$ cat src/rtl/spi_slave_xfer_ctrl.sv
// rtl/spi_slave_xfer_ctrl.sv - SPI slave transfer sequencer with TX/RX character FIFOs

// Character FIFO with a registered head word.
// A push while full and a pop while empty are ignored.
module spi_xfer_fifo #(
  parameter int W     = 32,
  parameter int DEPTH = 8
) (
  input  logic                       S_SYSCLK,
  input  logic                       S_RESETN,
  input  logic                       push_i,
  input  logic [W-1:0]               push_data_i,
  input  logic                       pop_i,
  output logic [W-1:0]               head_o,
  output logic [$clog2(DEPTH):0]     level_o
);

  localparam int AW  = $clog2(DEPTH);
  localparam int AW1 = AW + 1;
  localparam logic [AW:0] DEPTH_CNT = AW1'(DEPTH);
  localparam logic [AW:0] ONE_CNT   = AW1'(1);

  logic [W-1:0]  mem_q [DEPTH];
  logic [AW-1:0] wr_q, wr_d;
  logic [AW-1:0] rd_q, rd_d;
  logic [AW-1:0] rd_nxt;
  logic [AW:0]   cnt_q, cnt_d;
  logic [W-1:0]  head_q, head_d;
  logic          do_push;
  logic          do_pop;

  assign do_push = push_i && (cnt_q != DEPTH_CNT);
  assign do_pop  = pop_i && (cnt_q != '0);
  assign rd_nxt  = rd_q + AW'(1);

  // Next pointers, occupancy and head word; the head tracks the entry that
  // will sit at the read pointer after this edge.
  always_comb begin
    wr_d   = wr_q;
    rd_d   = rd_q;
    cnt_d  = cnt_q;
    head_d = head_q;
    if (do_push) begin
      wr_d = wr_q + AW'(1);
    end
    if (do_pop) begin
      rd_d = rd_nxt;
    end
    if (do_push && !do_pop) begin
      cnt_d = cnt_q + ONE_CNT;
    end else if (do_pop && !do_push) begin
      cnt_d = cnt_q - ONE_CNT;
    end
    if (do_pop) begin
      if (cnt_q == ONE_CNT) begin
        head_d = do_push ? push_data_i : '1;
      end else begin
        head_d = mem_q[rd_nxt];
      end
    end else if (do_push && (cnt_q == '0)) begin
      head_d = push_data_i;
    end
  end

  // Storage array; contents are don't-care once the pointers are reset.
  always_ff @(posedge S_SYSCLK) begin
    if (do_push) begin
      mem_q[wr_q] <= push_data_i;
    end
  end

  // Pointer, occupancy and head registers.
  always_ff @(posedge S_SYSCLK or negedge S_RESETN) begin
    if (!S_RESETN) begin
      wr_q   <= '0;
      rd_q   <= '0;
      cnt_q  <= '0;
      head_q <= '1;
    end else begin
      wr_q   <= wr_d;
      rd_q   <= rd_d;
      cnt_q  <= cnt_d;
      head_q <= head_d;
    end
  end

  assign head_o  = head_q;
  assign level_o = cnt_q;

endmodule

// Top-level sequencer: mode shadowing, CS/done synchronisation, frame FSM.
module spi_slave_xfer_ctrl #(
  parameter int CHAR_NBITS = 32,
  parameter int FIFO_DEPTH = 8
) (
  input  logic                  S_SYSCLK,
  input  logic                  S_RESETN,
  input  logic                  H_ENABLE,
  input  logic                  H_CPOL,
  input  logic                  H_CPHA,
  input  logic                  H_LOOP,
  input  logic                  H_REV,
  input  logic [3:0]            H_CHAR_LEN,
  input  logic                  H_TX_WR,
  input  logic [CHAR_NBITS-1:0] H_TX_DATA,
  output logic                  H_TX_FULL,
  output logic [6:0]            H_TX_LEVEL,
  input  logic                  H_RX_RD,
  output logic [CHAR_NBITS-1:0] H_RX_DATA,
  output logic                  H_RX_EMPTY,
  output logic [15:0]           H_FRAME_CNT,
  output logic                  H_EVT_FRAME,
  output logic                  H_EVT_UNDERRUN,
  output logic                  H_EVT_OVERFLOW,
  output logic                  H_BUSY,
  output logic                  T_ENABLE,
  output logic                  T_CPOL,
  output logic                  T_CPHA,
  output logic                  T_LOOP,
  output logic                  T_REV,
  output logic [3:0]            T_CHAR_LEN,
  output logic [CHAR_NBITS-1:0] T_WCHAR,
  input  logic [CHAR_NBITS-1:0] T_RCHAR,
  input  logic                  T_CHAR_DONE,
  input  logic                  T_SPI_CS
);

  localparam int AW  = $clog2(FIFO_DEPTH);
  localparam int AW1 = AW + 1;
  localparam logic [AW:0] DEPTH_CNT = AW1'(FIFO_DEPTH);

  typedef enum logic [1:0] {
    ST_IDLE,
    ST_PRELOAD,
    ST_ACTIVE,
    ST_ENDF
  } state_t;

  state_t                state_q;
  logic                  t_enable_q;
  logic                  t_cpol_q;
  logic                  t_cpha_q;
  logic                  t_loop_q;
  logic                  t_rev_q;
  logic [3:0]            t_char_len_q;
  logic [CHAR_NBITS-1:0] wchar_q;
  logic [15:0]           frame_cnt_q;
  logic                  evt_frame_q;
  logic                  evt_underrun_q;
  logic                  evt_overflow_q;

  logic                  cs_sync1_q;
  logic                  cs_sync2_q;
  logic                  cs_act_prev_q;
  logic                  done_sync1_q;
  logic                  done_sync2_q;
  logic                  done_sync3_q;
  logic                  done_evt_q;

  logic                  cs_act;
  logic                  cs_rise;
  logic                  char_slot;
  logic                  tx_pop;
  logic                  rx_push;
  logic [CHAR_NBITS-1:0] tx_head;
  logic [CHAR_NBITS-1:0] rx_head;
  logic [AW:0]           tx_level;
  logic [AW:0]           rx_level;
  logic                  tx_empty;
  logic                  rx_full;

  // Two-flop synchronisers for the pad CS and the transceiver done strobe,
  // plus edge-detect history; done_evt is registered one edge after sync.
  always_ff @(posedge S_SYSCLK or negedge S_RESETN) begin
    if (!S_RESETN) begin
      cs_sync1_q    <= 1'b1;
      cs_sync2_q    <= 1'b1;
      cs_act_prev_q <= 1'b0;
      done_sync1_q  <= 1'b0;
      done_sync2_q  <= 1'b0;
      done_sync3_q  <= 1'b0;
      done_evt_q    <= 1'b0;
    end else begin
      cs_sync1_q    <= T_SPI_CS;
      cs_sync2_q    <= cs_sync1_q;
      cs_act_prev_q <= cs_act;
      done_sync1_q  <= T_CHAR_DONE;
      done_sync2_q  <= done_sync1_q;
      done_sync3_q  <= done_sync2_q;
      done_evt_q    <= done_sync2_q && !done_sync3_q;
    end
  end

  assign cs_act   = !cs_sync2_q;
  assign cs_rise  = cs_act && !cs_act_prev_q;
  assign tx_empty = (tx_level == '0);
  assign rx_full  = (rx_level == DEPTH_CNT);

  // A character slot is the preload cycle or a completed character mid-frame;
  // each slot consumes one TX entry when one is available.
  assign char_slot = (state_q == ST_PRELOAD) || ((state_q == ST_ACTIVE) && done_evt_q);
  assign tx_pop    = char_slot && !tx_empty;
  assign rx_push   = (state_q == ST_ACTIVE) && done_evt_q;

  spi_xfer_fifo #(
    .W     (CHAR_NBITS),
    .DEPTH (FIFO_DEPTH)
  ) u_tx_fifo (
    .S_SYSCLK    (S_SYSCLK),
    .S_RESETN    (S_RESETN),
    .push_i      (H_TX_WR),
    .push_data_i (H_TX_DATA),
    .pop_i       (tx_pop),
    .head_o      (tx_head),
    .level_o     (tx_level)
  );

  spi_xfer_fifo #(
    .W     (CHAR_NBITS),
    .DEPTH (FIFO_DEPTH)
  ) u_rx_fifo (
    .S_SYSCLK    (S_SYSCLK),
    .S_RESETN    (S_RESETN),
    .push_i      (rx_push),
    .push_data_i (T_RCHAR),
    .pop_i       (H_RX_RD),
    .head_o      (rx_head),
    .level_o     (rx_level)
  );

  // Frame FSM: shadows host mode bits while idle, preloads/refills the TX
  // character, counts characters and raises one-cycle event pulses.
  always_ff @(posedge S_SYSCLK or negedge S_RESETN) begin
    if (!S_RESETN) begin
      state_q        <= ST_IDLE;
      t_enable_q     <= 1'b0;
      t_cpol_q       <= 1'b0;
      t_cpha_q       <= 1'b0;
      t_loop_q       <= 1'b0;
      t_rev_q        <= 1'b0;
      t_char_len_q   <= 4'd0;
      wchar_q        <= '1;
      frame_cnt_q    <= 16'd0;
      evt_frame_q    <= 1'b0;
      evt_underrun_q <= 1'b0;
      evt_overflow_q <= 1'b0;
    end else begin
      evt_frame_q    <= 1'b0;
      evt_underrun_q <= 1'b0;
      evt_overflow_q <= 1'b0;
      case (state_q)
        ST_IDLE: begin
          t_enable_q   <= H_ENABLE;
          t_cpol_q     <= H_CPOL;
          t_cpha_q     <= H_CPHA;
          t_loop_q     <= H_LOOP;
          t_rev_q      <= H_REV;
          t_char_len_q <= H_CHAR_LEN;
          if (cs_rise && t_enable_q) begin
            state_q <= ST_PRELOAD;
          end
        end
        ST_PRELOAD: begin
          wchar_q        <= tx_empty ? '1 : tx_head;
          evt_underrun_q <= tx_empty;
          frame_cnt_q    <= 16'd0;
          state_q        <= ST_ACTIVE;
        end
        ST_ACTIVE: begin
          // The completed character is handled before CS release ends the frame.
          if (done_evt_q) begin
            wchar_q        <= tx_empty ? '1 : tx_head;
            evt_underrun_q <= tx_empty;
            evt_overflow_q <= rx_full;
            if (frame_cnt_q != 16'hFFFF) begin
              frame_cnt_q <= frame_cnt_q + 16'd1;
            end
          end
          if (!cs_act) begin
            state_q <= ST_ENDF;
          end
        end
        ST_ENDF: begin
          evt_frame_q <= 1'b1;
          state_q     <= ST_IDLE;
        end
        default: begin
          state_q <= ST_IDLE;
        end
      endcase
    end
  end

  assign H_TX_FULL      = (tx_level == DEPTH_CNT);
  assign H_TX_LEVEL     = 7'(tx_level);
  assign H_RX_DATA      = rx_head;
  assign H_RX_EMPTY     = (rx_level == '0);
  assign H_FRAME_CNT    = frame_cnt_q;
  assign H_EVT_FRAME    = evt_frame_q;
  assign H_EVT_UNDERRUN = evt_underrun_q;
  assign H_EVT_OVERFLOW = evt_overflow_q;
  assign H_BUSY         = (state_q != ST_IDLE);
  assign T_ENABLE       = t_enable_q;
  assign T_CPOL         = t_cpol_q;
  assign T_CPHA         = t_cpha_q;
  assign T_LOOP         = t_loop_q;
  assign T_REV          = t_rev_q;
  assign T_CHAR_LEN     = t_char_len_q;
  assign T_WCHAR        = wchar_q;

endmodule

$ cat config.mk
export PLATFORM = sky130hd
export DESIGN_NAME = spi_slave_xfer_ctrl
export DESIGN_NICKNAME = d
export VERILOG_FILES = /design/src/rtl/spi_slave_xfer_ctrl.sv
export SDC_FILE = /design/constraint.sdc
export NUM_CORES = 1
export LEC_CHECK = 0
export ABC_AREA = 1
export BUFFER_PORTS_ARGS = -buffer_cell sky130_fd_sc_hd__buf_2
export CAP_MARGIN = 40
export CELL_PAD_IN_SITES_DETAIL_PLACEMENT = 0
export CELL_PAD_IN_SITES_GLOBAL_PLACEMENT = 2
export CORE_ASPECT_RATIO = 1.25
export CORE_MARGIN = 2
export CORE_UTILIZATION = 41
export CTS_CLUSTER_SIZE = 12
export DETAILED_ROUTE_END_ITERATION = 12
export GPL_TIMING_DRIVEN = 1
export HOLD_SLACK_MARGIN = 0.15
export PLACE_DENSITY_LB_ADDON = 0.1
export REMOVE_ABC_BUFFERS = 1
export SYNTH_ARGS = -nofsm -noshare
export SYNTH_HDL_FRONTEND = slang
export SYNTH_SLANG_ARGS = --single-unit
$ cat constraint.sdc
create_clock -name S_SYSCLK -period 3.7 [get_ports S_SYSCLK]
set_input_delay 0.185 -clock S_SYSCLK [delete_from_list [all_inputs] [get_ports S_SYSCLK]]
set_output_delay 0.185 -clock S_SYSCLK [all_outputs]
set_load 0.05 [all_outputs]
==> results of run 1 <==
==> power breakdown <==
group	internal, uW	switching (uW)	leakage, uW	total [uW]
clock network	4130	2850	0.00110	6980
registers	9740	597	0.00635	10300
logic	3300	8510	0.00535	11800
==> worst paths after layout <==
path	endpoint	slack, ns	cells past startpoint
setup / recovery	u_rx_fifo.mem_q[1][11]$_DFFE_PP_	0.79	9
hold / removal	cs_sync1_q$_DFF_PN1_	0.24	2
setup reg to reg	u_rx_fifo.mem_q[1][11]$_DFFE_PP_	0.79	9
hold reg to reg	cs_sync2_q$_DFF_PN1_	0.35	0
max in group asynchronous	u_tx_fifo.head_o[3]$_DFFE_PN1P_	2.63	3
min in group asynchronous	u_rx_fifo.head_o[4]$_DFFE_PN1P_	0.51	2
==> worst max-delay path, delay by kind of cell, from the launching register on <==
| kind | cells | cell delay, ns |
|---|---|---|
| fa+ha+maj | 1 | 0.50 |
| simple gates | 4 | 0.72 |
| flops | 1 | 0.40 |
| buf+inv | 4 | 0.89 |
==> flip-flops by register name, summed over array words and instances, names as in the netlist, 16 cells and up <==
register          flops
u_tx_fifo.mem_q     256
u_rx_fifo.mem_q     256
T_WCHAR              32
H_FRAME_CNT          16
u_rx_fifo.head_o     32
u_tx_fifo.head_o     32
==> synthesized netlist by cell type <==
cell type | instances | area share, %
nor2_1 | 45 | 0.62
buf_4 | 12 | 0.33
dfstp_2 | 98 | 9.4
inv_2 | 6 | 0.082
nand4_1 | 5 | 0.11
clkbuf_1 | 20 | 0.27
nor3_1 | 5 | 0.091
xnor2_2 | 2 | 0.12
xnor2_1 | 3 | 0.096
nand3_1 | 503 | 9.2
edfxtp_1 | 512 | 56
o21ai_2 | 7 | 0.22
and3_1 | 1 | 0.023
or2_2 | 3 | 0.068
nand2_4 | 3 | 0.12
nand2_1 | 874 | 12
conb_1 | 1 | 0.014
o22a_1 | 32 | 1.0
a21oi_1 | 3 | 0.055
o21bai_4 | 2 | 0.14
dfrtp_1 | 55 | 5.0
nand2_2 | 6 | 0.14
o21ai_0 | 19 | 0.35
buf_1 | 15 | 0.21
ha_1 | 17 | 0.77
nor2_2 | 1 | 0.023
a22oi_1 | 1 | 0.027
buf_6 | 5 | 0.21
a31oi_4 | 1 | 0.077
inv_1 | 83 | 1.1
buf_2 | 83 | 1.5
nor2_4 | 1 | 0.041
nand3_2 | 3 | 0.11
o22ai_1 | 1 | 0.023
xor2_1 | 15 | 0.48
==> per-layer routing <==
layer | global-route usage [%] | share of wire, % | up-vias
met2 | 37.25 | 51 | 379
met5 | 0 | 0.038 | -
li1 | - | - | 8860
met4 | 6.634 | 2.1 | 4
met1 | 26.10 | 43 | 9038
met3 | 2.875 | 3.8 | 98
==> cell type report <==
class	count	area, sq um	area share (%)
diodes	2	5.005	0.01540
repair buffers	307	2216	6.819
clock buffers	114	2073	6.380
well taps	864	1081	3.327
flip-flops and latches	665	19330	59.49
multi-input cells	1556	7253	22.32
inverters	89	337.8	1.040
clock inverters	18	197.7	0.6083
==> through the flow <==
stage,hold WS [ns],TNS [ns],power (uW)
6_report,0.2362,0,29120
5_1_grt,0.2192,0,31020
4_1_cts,0.2174,0,29580
3_5_place_dp,0.2933,0,22440
3_3_place_gp,0.2927,0,22170
2_1_floorplan,-0.1106,-101.47,18260
==> logic make-up after synthesis <==
kind of cell / count (synthesis)
compound gates: 66
xor+xnor: 20
fa+ha+maj: 17
buf+inv: 224
flops: 665
other cells: 1
simple gates: 1450
==> flow_metrics.env, run 1 <==
export IMPL_vias=18380
export IMPL_cts_setup_buffers=0
export IMPL_dieArea_sq_um=69050
export IMPL_period_minus_slack_ns=2.909
export IMPL_cts_htree_levels=3
export IMPL_die_y_um=293.3
export IMPL_cp_max_fo=32
export IMPL_fmax_ghz=0.3438
export IMPL_synthXorXnorAreaFrac_pct=0.6928
export IMPL_std_cell_rows=106
export IMPL_grt_ovfl_total=0
export IMPL_cp_cell_sequence="inv_1 -> ha_1 -> nand2_2 -> inv_1 -> nand2_1 -> inv_1 -> nand2_1 -> nor2_4 -> buf_4"
export IMPL_syn_inst=2443
export IMPL_synth_top_family_by_area="simple AND/OR/NAND/NOR gates"
export IMPL_synth_area_sq_um=27450
export IMPL_area_delta_synth_final_pct=18.38
export IMPL_relSlewSlack_pct=39.84
export IMPL_critPathSlowestCell="ha_1"
export IMPL_powerDensity_nw_per_um2=896.1
export IMPL_drt_pass1_iterations=7
export IMPL_postLayoutCellArea_sq_um=32500
export IMPL_port_buffers=177
export IMPL_drive_gt1_share_pct=17.42
export IMPL_skew_ns=0.02001
export IMPL_nFillCells=6129
export IMPL_grt_max_degree=85
export IMPL_worst_slack_ns=0.7910
export IMPL_nets=2786
export IMPL_core_area_sq_um=66580
export IMPL_drt_antenna_violating_nets=0
export IMPL_dp_cells=3403
export IMPL_gp_congestion=0.7666
export IMPL_ios=181
export IMPL_first_iter_violations=1090
export IMPL_antenna_found_initial=4
export IMPL_vias_per_cell=5.084
export IMPL_critPathMaxStageDelay_ns=0.50
export IMPL_drc=0
export IMPL_final_util_pct=48.81
export IMPL_grtUsageTotal_pct=20.82
export IMPL_irDropWorstVdd_uv=613.7
export IMPL_critPathArrivalTime_ns=3.15
export IMPL_yosysSeqAreaShare_pct=70.40
export IMPL_synth_compound_area_share_pct=1.910
export IMPL_grt_pass1_wl_um=110000
export IMPL_place_area_sq_um=29440
export IMPL_ys_ff_latch=665
export IMPL_yosysUniqueCellTypes=35
export IMPL_synth_area_per_cell_sq_um=11.24
export IMPL_status="completed"
export IMPL_cts_sinks=665
export IMPL_crit_path_start_kind="flip-flop"
export IMPL_cts_hold_buf=78
export IMPL_yosys_warnings=0
export IMPL_cts_root_buf="clkbuf_16"
export IMPL_routedWlPerCell_um=19.69
export IMPL_worst_pin_slew_ns=0.9024
export IMPL_first_global_vias=18430
export IMPL_cts_max_path_buffers=3
export IMPL_wirelength_um=71190
export IMPL_worstHoldPathType="primary input to flip-flop"
export IMPL_critPathRequiredTime_ns=3.94
export IMPL_cts_repair_resized=0
export IMPL_drv_slew=0
export IMPL_synth_mux_area_share_pct=0
export IMPL_place_ws_ns=0.7193
export IMPL_p_leak_uw=0.01280
export IMPL_yosys_area_share_simple_pct=22.47
export IMPL_cts_made_buffers=71
export IMPL_synthAdderAreaFrac_pct=0.7748
export IMPL_startpoint="state_q[0]$_DFFE_PN0P_"
export IMPL_cap_viol_max_count=0
export IMPL_clk_pin_slew_ns=0.06
export IMPL_hold_viol=0
export IMPL_reg2reg_from="state_q[0]$_DFFE_PN0P_"
export IMPL_hpwl_um=39970
export IMPL_cp_end_kind="flip-flop"
export IMPL_fin_crit_sh_pct=78.62
export IMPL_critPathKind="flip-flop to flip-flop"
export IMPL_initial_core_util_pct=41.23
export IMPL_layout_common_cells="nand2_1, edfxtp_1, nand3_1, buf_2, dfstp_2"
export IMPL_rsz0062_at_grt="false"
export IMPL_final_common_cell="nand2_1"
export IMPL_cts_tree="built"
export IMPL_clkLatencyLatePin_ns=0.61
export IMPL_fin_cells=3615
export IMPL_finalSetupViolations=0
export IMPL_die_width_um=235.4
export IMPL_holdCritStartpoint="T_SPI_CS"
export IMPL_crit_top_cell="inv_1"
Power figures use the tool's default switching activity.
==> run 2: changes to the inputs <==
- CORE_UTILIZATION: 41 -> 37
- clock period: 3.7 -> 2.6 ns (I/O delays scaled with it)
==> flow_metrics.env, run 2 (same netlist as run 1, synthesis figures left out) <==
export IMPL_min_path_cells=2
export IMPL_dp_cells=3511
export IMPL_period_minus_slack_ns=2.301
export IMPL_diodes=0
export IMPL_setup_tns_final_ns=0
export IMPL_first_iter_violations=1054
export IMPL_cts_setup_buffers=0
export IMPL_grt_ovfl_total=0
export IMPL_cp_cell_sequence="inv_1 -> ha_1 -> nand3_1 -> nand2_1 -> inv_1 -> nand2_1 -> nor2_4 -> buf_4"
export IMPL_relSlewSlack_pct=57.61
export IMPL_worstHoldPathType="primary input to flip-flop"
export IMPL_gp_congestion=0.7443
export IMPL_die_width_um=247.6
export IMPL_layout_common_cells="nand2_1, edfxtp_1, nand3_1, buf_2, dfstp_2"
export IMPL_worst_pin_slew_ns=0.6358
export IMPL_worst_r2r_setup_slack_ns=0.30
export IMPL_cts_tree="built"
export IMPL_crit_path_start_kind="flip-flop"
export IMPL_routedWlPerCell_um=19.50
export IMPL_clkLatencyLatePin_ns=0.60
export IMPL_r2r_end="u_tx_fifo.mem_q[1][0]$_DFFE_PP_"
export IMPL_grt_max_degree=129
export IMPL_finalSetupViolations=0
export IMPL_cp_max_fo=16
export IMPL_ios=181
export IMPL_postLayoutCellArea_sq_um=33080
export IMPL_reg_top3="u_rx_fifo.mem_q (256), u_tx_fifo.mem_q (256)"
export IMPL_critPathRequiredTime_ns=2.87
export IMPL_cp_end_kind="flip-flop"
export IMPL_initial_core_util_pct=37.44
export IMPL_critPathArrivalTime_ns=2.57
export IMPL_final_util_pct=45.11
export IMPL_critPathKind="flip-flop to flip-flop"
export IMPL_cts_htree_levels=3
export IMPL_drt_pass1_iterations=5
export IMPL_dieArea_sq_um=76400
export IMPL_cts_made_buffers=74
export IMPL_fin_cells=3726
export IMPL_drv_slew=0
export IMPL_cap_viol_max_count=0
export IMPL_powerDensity_nw_per_um2=1271
export IMPL_port_buffers=177
export IMPL_status="completed"
export IMPL_vias=18360
export IMPL_hold_end="done_sync1_q$_DFF_PN0_"
export IMPL_holdCritStartpoint="T_CHAR_DONE"
export IMPL_die_y_um=308.5
export IMPL_antenna_found_initial=2
export IMPL_area_delta_synth_final_pct=20.51
export IMPL_p_leak_uw=0.01299
export IMPL_hold_viol=0
export IMPL_cts_max_path_buffers=3
export IMPL_fin_crit_sh_pct=88.51
export IMPL_grt_pass1_wl_um=110600
export IMPL_critPathSlowestCell="dfrtp_1"
export IMPL_final_common_cell="nand2_1"
export IMPL_critPathMaxStageDelay_ns=0.47
export IMPL_hpwl_um=42300
export IMPL_irDropWorstVdd_uv=784.4
export IMPL_drc=0
export IMPL_cts_sinks=665
export IMPL_std_cell_rows=111
export IMPL_drt_antenna_violating_nets=0
export IMPL_vias_per_cell=4.926
export IMPL_first_global_vias=18460
export IMPL_place_area_sq_um=29920
export IMPL_reg2reg_from="u_tx_fifo.level_o[0]$_DFFE_PN0P_"
export IMPL_cts_root_buf="clkbuf_16"
export IMPL_clk_pin_slew_ns=0.06
export IMPL_rr_worst_depth=8
export IMPL_rsz0062_at_grt="false"
export IMPL_drive_gt1_share_pct=18.15
export IMPL_grtUsageTotal_pct=19.21
export IMPL_skew_ns=0.01666
export IMPL_fmax_ghz=0.4345
export IMPL_core_area_sq_um=73330
export IMPL_wirelength_um=72670
export IMPL_nets=2802
-- run 2: where the power goes --
group	switching (uW)	internal (uW)
sequential	861	13800
clock	4160	5980
combinational	12200	5020
total	17200	24800
-- run 2: routing by layer --
metal	share of wire, %	GRT usage, %	wire, um
met4	2.9	6.824	2128
met2	51	34.44	37390
met5	0.030	0	22
met3	3.3	2.516	2380
met1	42	23.63	30750
-- run 2: how the worst max path moves through the flow --
stage | start | endpoint | slack [ns]
after floorplan | u_tx_fifo.rd_q[0]$_DFFE_PN0N_ | u_tx_fifo.head_o[0]$_DFFE_PN1P_ | -2.62
after global placement | u_rx_fifo.level_o[0]$_DFFE_PN0P_ | u_rx_fifo.mem_q[3][18]$_DFFE_PP_ | 0.33
after detailed placement | u_tx_fifo.level_o[0]$_DFFE_PN0P_ | u_tx_fifo.mem_q[1][28]$_DFFE_PP_ | 0.30
after CTS | u_tx_fifo.level_o[0]$_DFFE_PN0P_ | u_tx_fifo.mem_q[1][0]$_DFFE_PP_ | 0.29
after global routing | u_tx_fifo.level_o[0]$_DFFE_PN0P_ | u_tx_fifo.mem_q[1][0]$_DFFE_PP_ | 0.14
final | u_tx_fifo.level_o[0]$_DFFE_PN0P_ | u_tx_fifo.mem_q[1][0]$_DFFE_PP_ | 0.30
-- run 2: worst max-delay path: cells and delay by family, from the launching register on --
| family | cells | cell delay [ns] |
|---|---|---|
| buffers and inverters | 3 | 0.53 |
| DFF | 1 | 0.47 |
| adders and majority gates | 1 | 0.25 |
| and+or+nand+nor | 4 | 0.70 |
-- run 2: through the flow --
| stage | worst slack (ns) | total power, uW | hold WS [ns] |
|---|---|---|---|
| 2_1_floorplan | -2.622 | 25980 | -0.1656 |
| 3_3_place_gp | 0.3303 | 32200 | 0.1325 |
| 3_5_place_dp | 0.3039 | 32420 | 0.1436 |
| 4_1_cts | 0.2893 | 42840 | 0.1651 |
| 5_1_grt | 0.1447 | 44830 | 0.1711 |
| 6_report | 0.2987 | 42050 | 0.1808 |
-- run 2: timing repair --
item,CTS,global route
hold buffers,79,0
hold endpoints to repair,659,0
resized for setup,0,0
-- run 2: final cells by class --
type	instances	area (sq um)
fill	6824	40250
timing repair buffer	320	2616
clock buffer	114	2177
inverter	89	336.6
clock inverter	22	175.2
tap	960	1201
sequential	665	19330
multi-input combinational	1556	7242
